--- src/rtl/br_resolve.sv ---
// Branch resolution stage: evaluates BR nzp mask against the condition codes,
// stalls on pending CC writes, redirects fetch and flushes younger stages.
// Optional BR_STATS_EN adds saturating total/taken branch counters.
module br_resolve #(
    parameter int unsigned ADDR_W       = 16,
    parameter int unsigned FLUSH_CYCLES = 2
) (
    input  logic              Clk,
    input  logic              Reset_n,
    input  logic              br_valid,
    input  logic [2:0]        br_nzp,
    input  logic [ADDR_W-1:0] br_target,
    input  logic              N,
    input  logic              Z,
    input  logic              P,
    input  logic              cc_pending,
    output logic              br_ready,
    output logic              stall,
    output logic              redirect,
    output logic [ADDR_W-1:0] redirect_pc,
    output logic              flush
`ifdef BR_STATS_EN
    ,
    output logic [15:0]       br_total_cnt,
    output logic [15:0]       br_taken_cnt
`endif
);

    localparam int unsigned CNT_W  = 4;
    localparam int unsigned STAT_W = 16;

    typedef enum logic [1:0] {
        IDLE    = 2'd0,
        WAIT_CC = 2'd1,
        FLUSH   = 2'd2
    } state_e;

    state_e              state_q, state_d;
    logic [CNT_W-1:0]    cnt_q, cnt_d;
    logic [2:0]          mask_q, mask_d;
    logic [ADDR_W-1:0]   target_q, target_d;
    logic                redirect_q, redirect_d;
    logic [ADDR_W-1:0]   redirect_pc_q, redirect_pc_d;
    logic                flush_q, flush_d;

    logic                ready_c;
    logic                stall_c;
    logic                taken_c;
    logic [2:0]          sel_mask_c;
    logic [ADDR_W-1:0]   sel_target_c;

    // State and registered outputs
    always_ff @(posedge Clk or negedge Reset_n) begin
        if (!Reset_n) begin
            state_q       <= IDLE;
            cnt_q         <= '0;
            mask_q        <= '0;
            target_q      <= '0;
            redirect_q    <= 1'b0;
            redirect_pc_q <= '0;
            flush_q       <= 1'b0;
        end else begin
            state_q       <= state_d;
            cnt_q         <= cnt_d;
            mask_q        <= mask_d;
            target_q      <= target_d;
            redirect_q    <= redirect_d;
            redirect_pc_q <= redirect_pc_d;
            flush_q       <= flush_d;
        end
    end

    // Next-state, resolution and handshake
    always_comb begin
        state_d       = state_q;
        cnt_d         = cnt_q;
        mask_d        = mask_q;
        target_d      = target_q;
        redirect_d    = 1'b0;
        redirect_pc_d = redirect_pc_q;
        flush_d       = 1'b0;
        ready_c       = 1'b0;
        stall_c       = 1'b0;
        sel_mask_c    = br_nzp;
        sel_target_c  = br_target;

        unique case (state_q)
            IDLE: begin
                if (br_valid) begin
                    if (cc_pending) begin
                        stall_c  = 1'b1;
                        mask_d   = br_nzp;
                        target_d = br_target;
                        state_d  = WAIT_CC;
                    end else begin
                        ready_c = 1'b1;
                    end
                end
            end
            WAIT_CC: begin
                sel_mask_c   = mask_q;
                sel_target_c = target_q;
                if (cc_pending) begin
                    stall_c = 1'b1;
                end else begin
                    ready_c = 1'b1;
                    state_d = IDLE;
                end
            end
            FLUSH: begin
                if (cnt_q == '0) begin
                    state_d = IDLE;
                end else begin
                    cnt_d   = cnt_q - CNT_W'(1);
                    flush_d = 1'b1;
                end
            end
            default: state_d = IDLE;
        endcase

        taken_c = ready_c && ((sel_mask_c & {N, Z, P}) != 3'b000);

        if (taken_c) begin
            redirect_d    = 1'b1;
            redirect_pc_d = sel_target_c;
            flush_d       = 1'b1;
            cnt_d         = CNT_W'(FLUSH_CYCLES - 1);
            state_d       = FLUSH;
        end
    end

    // Handshake outputs are forced low while reset is held
    assign br_ready    = ready_c & Reset_n;
    assign stall       = stall_c & Reset_n;
    assign redirect    = redirect_q;
    assign redirect_pc = redirect_pc_q;
    assign flush       = flush_q;

`ifdef BR_STATS_EN
    logic [STAT_W-1:0] total_q, total_d;
    logic [STAT_W-1:0] taken_cnt_q, taken_cnt_d;

    // Saturating branch statistics
    always_comb begin
        total_d     = total_q;
        taken_cnt_d = taken_cnt_q;
        if (ready_c && (total_q != {STAT_W{1'b1}})) begin
            total_d = total_q + STAT_W'(1);
        end
        if (taken_c && (taken_cnt_q != {STAT_W{1'b1}})) begin
            taken_cnt_d = taken_cnt_q + STAT_W'(1);
        end
    end

    always_ff @(posedge Clk or negedge Reset_n) begin
        if (!Reset_n) begin
            total_q     <= '0;
            taken_cnt_q <= '0;
        end else begin
            total_q     <= total_d;
            taken_cnt_q <= taken_cnt_d;
        end
    end

    assign br_total_cnt = total_q;
    assign br_taken_cnt = taken_cnt_q;
`endif

endmodule
--- config.mk ---
export PLATFORM = sky130hd
export DESIGN_NAME = br_resolve
export DESIGN_NICKNAME = d
export VERILOG_FILES = /design/src/rtl/br_resolve.sv
export SDC_FILE = /design/constraint.sdc
export NUM_CORES = 1
export LEC_CHECK = 0
export CAP_MARGIN = 20
export CORE_MARGIN = 2
export CORE_UTILIZATION = 50
export CTS_CLUSTER_DIAMETER = 30
export DETAILED_ROUTE_END_ITERATION = 8
export PLACE_DENSITY = 0.81
export SYNTH_ARGS = -nofsm -noshare
export SYNTH_HDL_FRONTEND = slang
export SYNTH_SLANG_ARGS = --single-unit
--- constraint.sdc ---
create_clock -name Clk -period 2.3 [get_ports Clk]
set_clock_uncertainty 0.1 [all_clocks]
set_input_delay 0.23 -clock Clk [delete_from_list [all_inputs] [get_ports Clk]]
set_output_delay 0.23 -clock Clk [all_outputs]
set_load 0.02 [all_outputs]
## Word-level counts from Yosys, hierarchy flattened

Cells that the tools add are included.

- Add/subtract/negate cells: 1
- Reductions and logical operators: 8
- Equality and inequality tests: 7
- Multiplexer cells: 21
- Bitwise gates (word level): 3
- Multiply operators: 0
- Order comparisons: 0
- Shift-type cells: 0
- Div/mod/pow operators: 0

Operators by type and width:

| operator | count |
|---|---|
| two-way mux 16 bit | 1 |
| two-way mux 4 bit | 3 |
| != test 3 bit, second input constant | 4 |
| two-way mux 2 bit | 5 |
| two-way mux 1 bit | 8 |
| one-hot mux 2 bit (3 select lines) | 1 |
| zero test 4 bit | 1 |
| one-hot mux 1 bit (2 select lines) | 2 |
| AND reduction 4 bit | 1 |
| subtractor 4 x 1 -> 4 bit, second input constant | 1 |
| AND 3 bit | 1 |
| two-way mux 3 bit | 1 |
| AND reduction 3 bit | 1 |
| nonzero test 3 bit | 1 |
| AND 1 bit | 2 |
| == test 2 x 1 -> 1 bit, second input constant | 1 |
| == test 2 bit, second input constant | 1 |
| zero test 2 bit | 1 |
| != test 2 bit, second input constant | 1 |
| AND reduction 2 bit | 1 |
| nonzero test 2 bit | 1 |
| logical AND 1 bit | 1 |

- Memory bits (read-only): 0
- Bits in latches: 0
- Bits in writable memories: 0
- Input port bits: 26
- Logic and storage cells: 47
- Register bits after elaboration: 43
- Memories kept: 0
- Output and inout bits: 20

## Logic depth before layout (Yosys ltp)

Gate-level depths: netlist of the first run.

- Word-level depth: 7
- Depth in mapped cells: 6
- Depth with buffers taken out: 6

## Worst setup path after synthesis of the first run

No wires, ideal clock.

- Kind: flip-flop to flip-flop
- Start point: register state_q[1]
- End point: register flush_q (netlist: flush)
- Arrival time: 1521 ps
- Clock period less this slack: 1739 ps
- Stages on the path, launching flop included: 7
- Buffers on the path: 2
- Setup slack: 561 ps
- Library setup time: 118 ps
- Data required time: 2082 ps
- Cells stage by stage: dfrtp_1 nor2b_4 buf_6 mux2_4 a21o_1 buf_6 a21o_1

- Cells in the longest elaborated chain, start to end: 6
- Elaborated cells on any way between the ends: 10
- Classes of those cells: eq/ne (2); mux (4); bitwise (1); reduce/logical (3)

RTL lines:

| item | line | RTL |
|---|---|---|
| start: declaration | 38 | `state_e state_q, state_d;` |
| start signal: assignment | 63 | `state_q <= state_d;` |
| == test 2 x 1 -> 1 bit | 87 | `unique case (state_q)` |
| two-way mux 3 bit | 87 |  |
| AND 3 bit | 121 | `taken_c = ready_c && ((sel_mask_c & {N, Z, P}) != 3'b000);` |
| nonzero test 3 bit | 121 |  |
| logical AND 1 bit | 121 |  |
| two-way mux 1 bit (*) | 123 | `if (taken_c) begin` |
| named net flush_d | 44 | `logic flush_q, flush_d;` |
| end signal: assignment | 69 | `flush_q <= flush_d;` |
| end: declaration | 44 |  |

The timed path passes the listed nets; every way through them passes the cells marked *.
A chain may end at the register's enable or synchronous reset.

## Final worst setup path of the first run

- Start point: register state_q[1]
- End point: output port br_ready

- Cells in the longest elaborated chain, start to end: 3
- Elaborated cells on any way between the ends: 4
- Classes of those cells: eq/ne (1); mux (1); bitwise (1); reduce/logical (1)

RTL lines:

| item | line | RTL |
|---|---|---|
| == test 2 x 1 -> 1 bit or zero test 2 bit (tied branches) | 87 |  |
| one-hot mux 1 bit (2 select lines) (*) | 87 |  |
| AND 1 bit (*) | 133 | `assign br_ready = ready_c & Reset_n;` |
| end: declaration | 17 | `output logic br_ready,` |

Every way passes the cells marked *; elsewhere a longest branch is shown, timed or not.

==> results of run 1 <==
[flip-flops by register name (all words and copies together), names as in the netlist]
register	cells
mask_q	3
redirect	1
flush	1
state_q	2
target_q	16
redirect_pc	16
cnt_q	4
[cells by family (layout without fill, tap and decap cells)]
family | count (synthesis) | after routing | synth area share, %
compound gates | 46 | 46 | 17.4
xor+xnor | 2 | 2 | 0.850
fa+ha+maj | 1 | 1 | 0.607
mux | 37 | 37 | 20.0
flops | 43 | 43 | 52.2
simple gates | 15 | 15 | 4.43
buf+inv | 17 | 64 | 4.61
[layer usage]
layer  global-route usage (%)  share of wire, %  wire length, um
met2                     35.3                52             2270
met5                        0                 0                0
met4                     9.25               1.2               53
met1                     28.0                43             1890
met3                     3.45               3.4              150
[power groups by stage]
| stage | Sequential (mW) | Clock (mW) | Combinational [mW] |
|---|---|---|---|
| detailed placement | 1.36 | 0 | 1.52 |
| floorplan | 1.48 | 0 | 0.822 |
| finish | 1.35 | 0.552 | 1.51 |
| CTS | 1.35 | 0.562 | 1.53 |
| global placement | 1.34 | 0 | 1.46 |
| global route | 1.40 | 0.601 | 1.65 |
[worst max-delay path by stage]
stage | slack [ns] | cells past startpoint | endpoint
finish | 0.11 | 5 | br_ready
global route | 0.008 | 5 | br_ready
CTS | 0.06 | 4 | stall
detailed placement | 0.08 | 5 | redirect_pc[2]
global placement | 0.17 | 5 | redirect_pc[15]
floorplan | 0.56 | 6 | flush
[layout make-up]
class	count	area (um^2)
multi-input combinational	101	900
inverter	4	15.0
clock buffer	6	72.6
sequential	43	1080
timing repair buffer	53	533
tap	50	62.6
clock inverter	1	30.0
fill	291	1280
[metrics by stage]
step                instance area (um^2)  hold slack [ns]  worst slack [ns]
floorplan                           2060           -0.166             0.561
CTS                                 2690            0.226            0.0614
global placement                    2570         -0.00357             0.169
global route                        2690            0.247           0.00771
detailed placement                  2570          0.00171            0.0812
finish                              2690            0.224             0.106
[repair_timing]
| item | in CTS | in global routing |
|---|---|---|
| endpoints found under the hold margin | 7 | 0 |
| gates resized for setup | 0 | 1 |
| setup endpoints to repair | 0 | 2 |
| hold buffers | 1 | 0 |
[critical path: stages (launching register included)]
cell	delay, ns
dfrtp_1	0.45
o21bai_2	0.26
inv_1	0.09
nand2_1	0.07
nor2_1	0.10
clkdlybuf4s50_1	0.61
[cell usage in the layout (no fill, tap or decap), drive strengths merged]
cell type      synthesis  layout
clkbuf                 3       6
and3                   1       1
a21oi                  2       2
o311a                  1       1
clkdlybuf4s50          0      44
nor2                   3       3
mux2                  20      20
buf                   10       8
dlygate4sd3            0       1
bufinv                 0       1
nand2                  4       4
xnor2                  2       2
mux2i                 17      17
ha                     1       1
nor3b                  1       1
nor2b                  2       2
nand4b                 1       1
a21o                   4       4
nor3                   3       3
o41ai                  1       1
inv                    4       4
a22oi                  3       3
dfrtp                 43      43
o31a                   1       1
o21bai                 1       1
a221oi                17      17
a31oi                 16      16
==> run summary, run 1 <==
Grt ovf - 0
Most used DFF post-synth - dfrtp_1
Remaining antenna violation count - 0
Synth Warn # - 0
I/O pin cnt - 46
Total design power - 3.42 mW
Yosys cell types - 31
Post-layout util - 67.7%
Hold Path Class - primary input to async pin
Worst reg-to-reg setup slack - 0.21 ns
Post-CTS Setup Repair Bufs - 0
Sequential Power Share - 39.6%
Pleak - 1.08 nW
Clk Latency, worst-skew pair - 0.28 ns
Cell Pwr Density - 1270 nW/um^2
IR Drop Worst-Case VDD - 606 uV
Share of layout cells above drive strength 1 - 20.2%
Syn_area_per_cell - 12.8 um^2
Top cells by area, synth - dfrtp_1, mux2_2, mux2i_1, a221oi_1, a31oi_1
R2r endpoint - cnt_q[1]
Drt first pass iters - 4
DR vias/cell - 5.90
Post-Syn Nets - 188
Unrepaired setup endpoints after global routing - false
FMAX - 0.456 GHz
Setup violators final - 0
Routed length per instance - 16.9 um
Top-count cell post-synth - dfrtp_1
Status - completed
Placed Cells incl. Taps - 250
Final period utilization - 95.4%
Comb pwr share - 44.3%
CP Max Fanout - 4
Drc violations - 0
Fin crit period - 2.19 ns
Reg2Reg Depth - 4
Max clock buf depth - 2
CP required - 1.97 ns
Synth cell count leaders - dfrtp_1, mux2_2, a221oi_1, a31oi_1, mux2i_1
Post-synth ARST share - 100%
Clock sinks - 43
Post-synthesis sequential area ratio - 52.2%
Measured slew at the worst slew-check pin - 0.920 ns
Largest area contributor in the netlist - dfrtp_1
Layout Nets - 235
Aggregate routed wire length - 4370 um
Power Internal - 2.22 mW
Die extent in y - 68.2 um
Synth Instances - 161
Initial Util - 51.9%
Global-route wire length before repair - 7180 um
Global placement routability congestion - 0.803
DR iter-0 viols - 97
Kind of critical path - flip-flop to output port
Fin Setup TNS - 0 ns
Final hold vios - 0
Cell Area, Synth - 2060 um^2
Largest net degree at the start of global routing - 38
Critical path origin - state_q[1]
Filler-free cell count of the finished design - 258
Die area - 4650 um^2
Via count - 1,523
Type of element launching the critical path - flip-flop
Max Cap Violations - 0
Number of flops mapped to enable cells by yosys - 0
Area Growth Syn to Fin - 30.4%
H-tree depth - 2
Yosys top cell area share - 52.2%
I/O Buffers - 45
Clk Tree Root Cell - clkbuf_8
Clock slew at reported path FFs - 0.07 ns
Overall Global Routing Usage - 21.4%
Relative max-transition margin - 38.4%
Worst r2r src - state_q[0]
# diodes - 0
Core Rows - 23
Core area - 3970 um^2
Slew Viols, Final - 0
Clock group share of total power - 16.1%
Setup crit end kind - output port
Initial antenna violation count - 0
CTS tree - done
Psw - 1.20 mW
Vias in the first global route - 1,466
Sw frac - 35.1%
Yosys reg bits - 43
Die Wd - 68.2 um
Total CTS buffers - 5
Worst Path Arrival - 1.86 ns
DP Wirelength - 3200 um
No activity file was read; power rests on OpenSTA's default activity.
==> run 2, diff against run 1 <==
Settings changed: CTS_CLUSTER_DIAMETER 30 to 50, PLACE_DENSITY 0.81 to 0.77.
==> run 2 against run 1 <==
Combinational power about the same. Register-to-register slack got worse by 0.04 ns. Final area is 0.23% lower.
==> run summary, run 2 (synthesis results as in run 1) <==
H-tree depth - 2
Remaining antenna violation count - 0
Die extent in y - 68.2 um
Worst reg-to-reg setup slack - 0.17 ns
Fin crit period - 2.13 ns
Placed Cells incl. Taps - 250
Aggregate routed wire length - 4660 um
Fin Setup TNS - 0 ns
Worst path slowest cell - nor3b_2
Drc violations - 0
Cell Pwr Density - 1270 nW/um^2
Core Rows - 23
CP Max Fanout - 16
Crit-path cells - o21bai_1, nor3b_2, a221oi_1, a31oi_1
Relative max-transition margin - 32.3%
Global-route wire length before repair - 7440 um
Final hold vios - 0
Hold Path Class - primary input to async pin
DR iter-0 viols - 67
DP Wirelength - 3310 um
Setup violators final - 0
DR vias/cell - 5.91
Clk Tree Root Cell - clkbuf_8
Measured slew at the worst slew-check pin - 1.01 ns
I/O pin cnt - 46
Final period utilization - 92.5%
Fill count - 301
Layout Nets - 235
Type of element launching the critical path - flip-flop
Via count - 1,530
Reg2Reg Depth - 4
R2r endpoint - redirect_pc[0]
Filler-free cell count of the finished design - 259
CTS tree - done
IR Drop Worst-Case VDD - 541 uV
Die Wd - 68.2 um
Area Growth Syn to Fin - 30.1%
Clk Latency, worst-skew pair - 0.30 ns
Vias in the first global route - 1,519
Drt first pass iters - 4
Unrepaired setup endpoints after global routing - false
Share of layout cells above drive strength 1 - 20.1%
Cts repair resizes - 0
Status - completed
Setup crit end kind - flip-flop
CP required - 2.41 ns
FMAX - 0.470 GHz
Routed length per instance - 18.0 um
Clock slew at reported path FFs - 0.08 ns
Total CTS buffers - 5
Max Cap Violations - 0
Worst Path Arrival - 2.24 ns
Largest net degree at the start of global routing - 38
Overall Global Routing Usage - 21.9%
# diodes - 0
Clock sinks - 43
Pleak - 1.08 nW
Global placement routability congestion - 0.854
Worst r2r src - state_q[1]
Most common cell after layout, fill and taps aside - clkdlybuf4s50_1
Core area - 3970 um^2
Grt ovf - 0
Initial antenna violation count - 0
I/O Buffers - 45
Kind of critical path - flip-flop to flip-flop
Crit-path max cell delay - 0.85 ns
Slew Viols, Final - 0
Max clock buf depth - 2
Commonest cells after routing, fill and taps aside - clkdlybuf4s50_1, dfrtp_1, mux2_2
Initial Util - 51.9%
Die area - 4650 um^2
run 2: changes by cell type in the layout (fill, tap and decap cells not counted):
cell	delta
o21bai_1	+1
o21bai_2	-1
clkbuf_8	+2
bufinv_16	-1
run 2: worst max-delay path by stage:
stage / start / endpoint / slack, ns / depth (start not counted)
floorplan: state_q[1] / flush / 0.56 / 6
global placement: br_valid / redirect_pc[5] / 0.16 / 5
detailed placement: br_valid / redirect_pc[0] / 0.02 / 5
CTS: state_q[1] / redirect_pc[0] / 0.17 / 4
global route: state_q[1] / redirect_pc[2] / 0.07 / 4
finish: state_q[1] / redirect_pc[0] / 0.17 / 4
run 2: routing by layer:
metal	vias up	wire length (um)	global-route usage, %
met3	10	179	4.61
met2	39	2410	37.0
met4	0	81	8.75
met1	764	1980	27.4
li1	717	-	-
met5	-	0	0
run 2: through the flow:
stage               cell area (um^2)  power [mW]  hold slack (ns)  utilization (%)  worst slack, ns
finish                          2680        3.39            0.373             67.5            0.172
global route                    2680        3.60            0.414             67.5           0.0675
CTS                             2680        3.42            0.380             67.5            0.174
detailed placement              2570        2.89            0.168             64.8           0.0204
global placement                2570        2.80            0.152             64.8            0.156
floorplan                       2060        2.30           -0.166                -            0.561
run 2: final cells by class:
class                      instances  area [um^2]  area share [%]
inverter                           4         15.0           0.560
tap                               50         62.6            2.33
clock buffer                       8          100            3.73
sequential                        43         1080            40.1
timing repair buffer              53          533            19.9
multi-input combinational        101          896            33.4
run 2: timing repair:
action                                 in CTS  in global routing
endpoints found under the hold margin      43                  0
hold buffers                                1                  0
buffers inserted                            0                  0
run 2: critical path, delay by kind of cell, from the launching register on:
kind / cells / cell delay (ns)
AND/OR/NAND/NOR: 1 / 0.85
AO/OA/AOI/OAI: 3 / 0.66
flip-flops: 1 / 0.44
run 2: where the power goes:
group	total (mW)	switching, mW	internal (mW)
clock	0.523	0.249	0.274
sequential	1.35	0.233	1.12
combinational	1.52	0.745	0.776
==> run 3, diff against run 2 <==
Settings changed: CTS_CLUSTER_SIZE set to 25.
==> results of run 3 <==
Same layout as run 2: the final DEF is identical, and so are final timing and power.
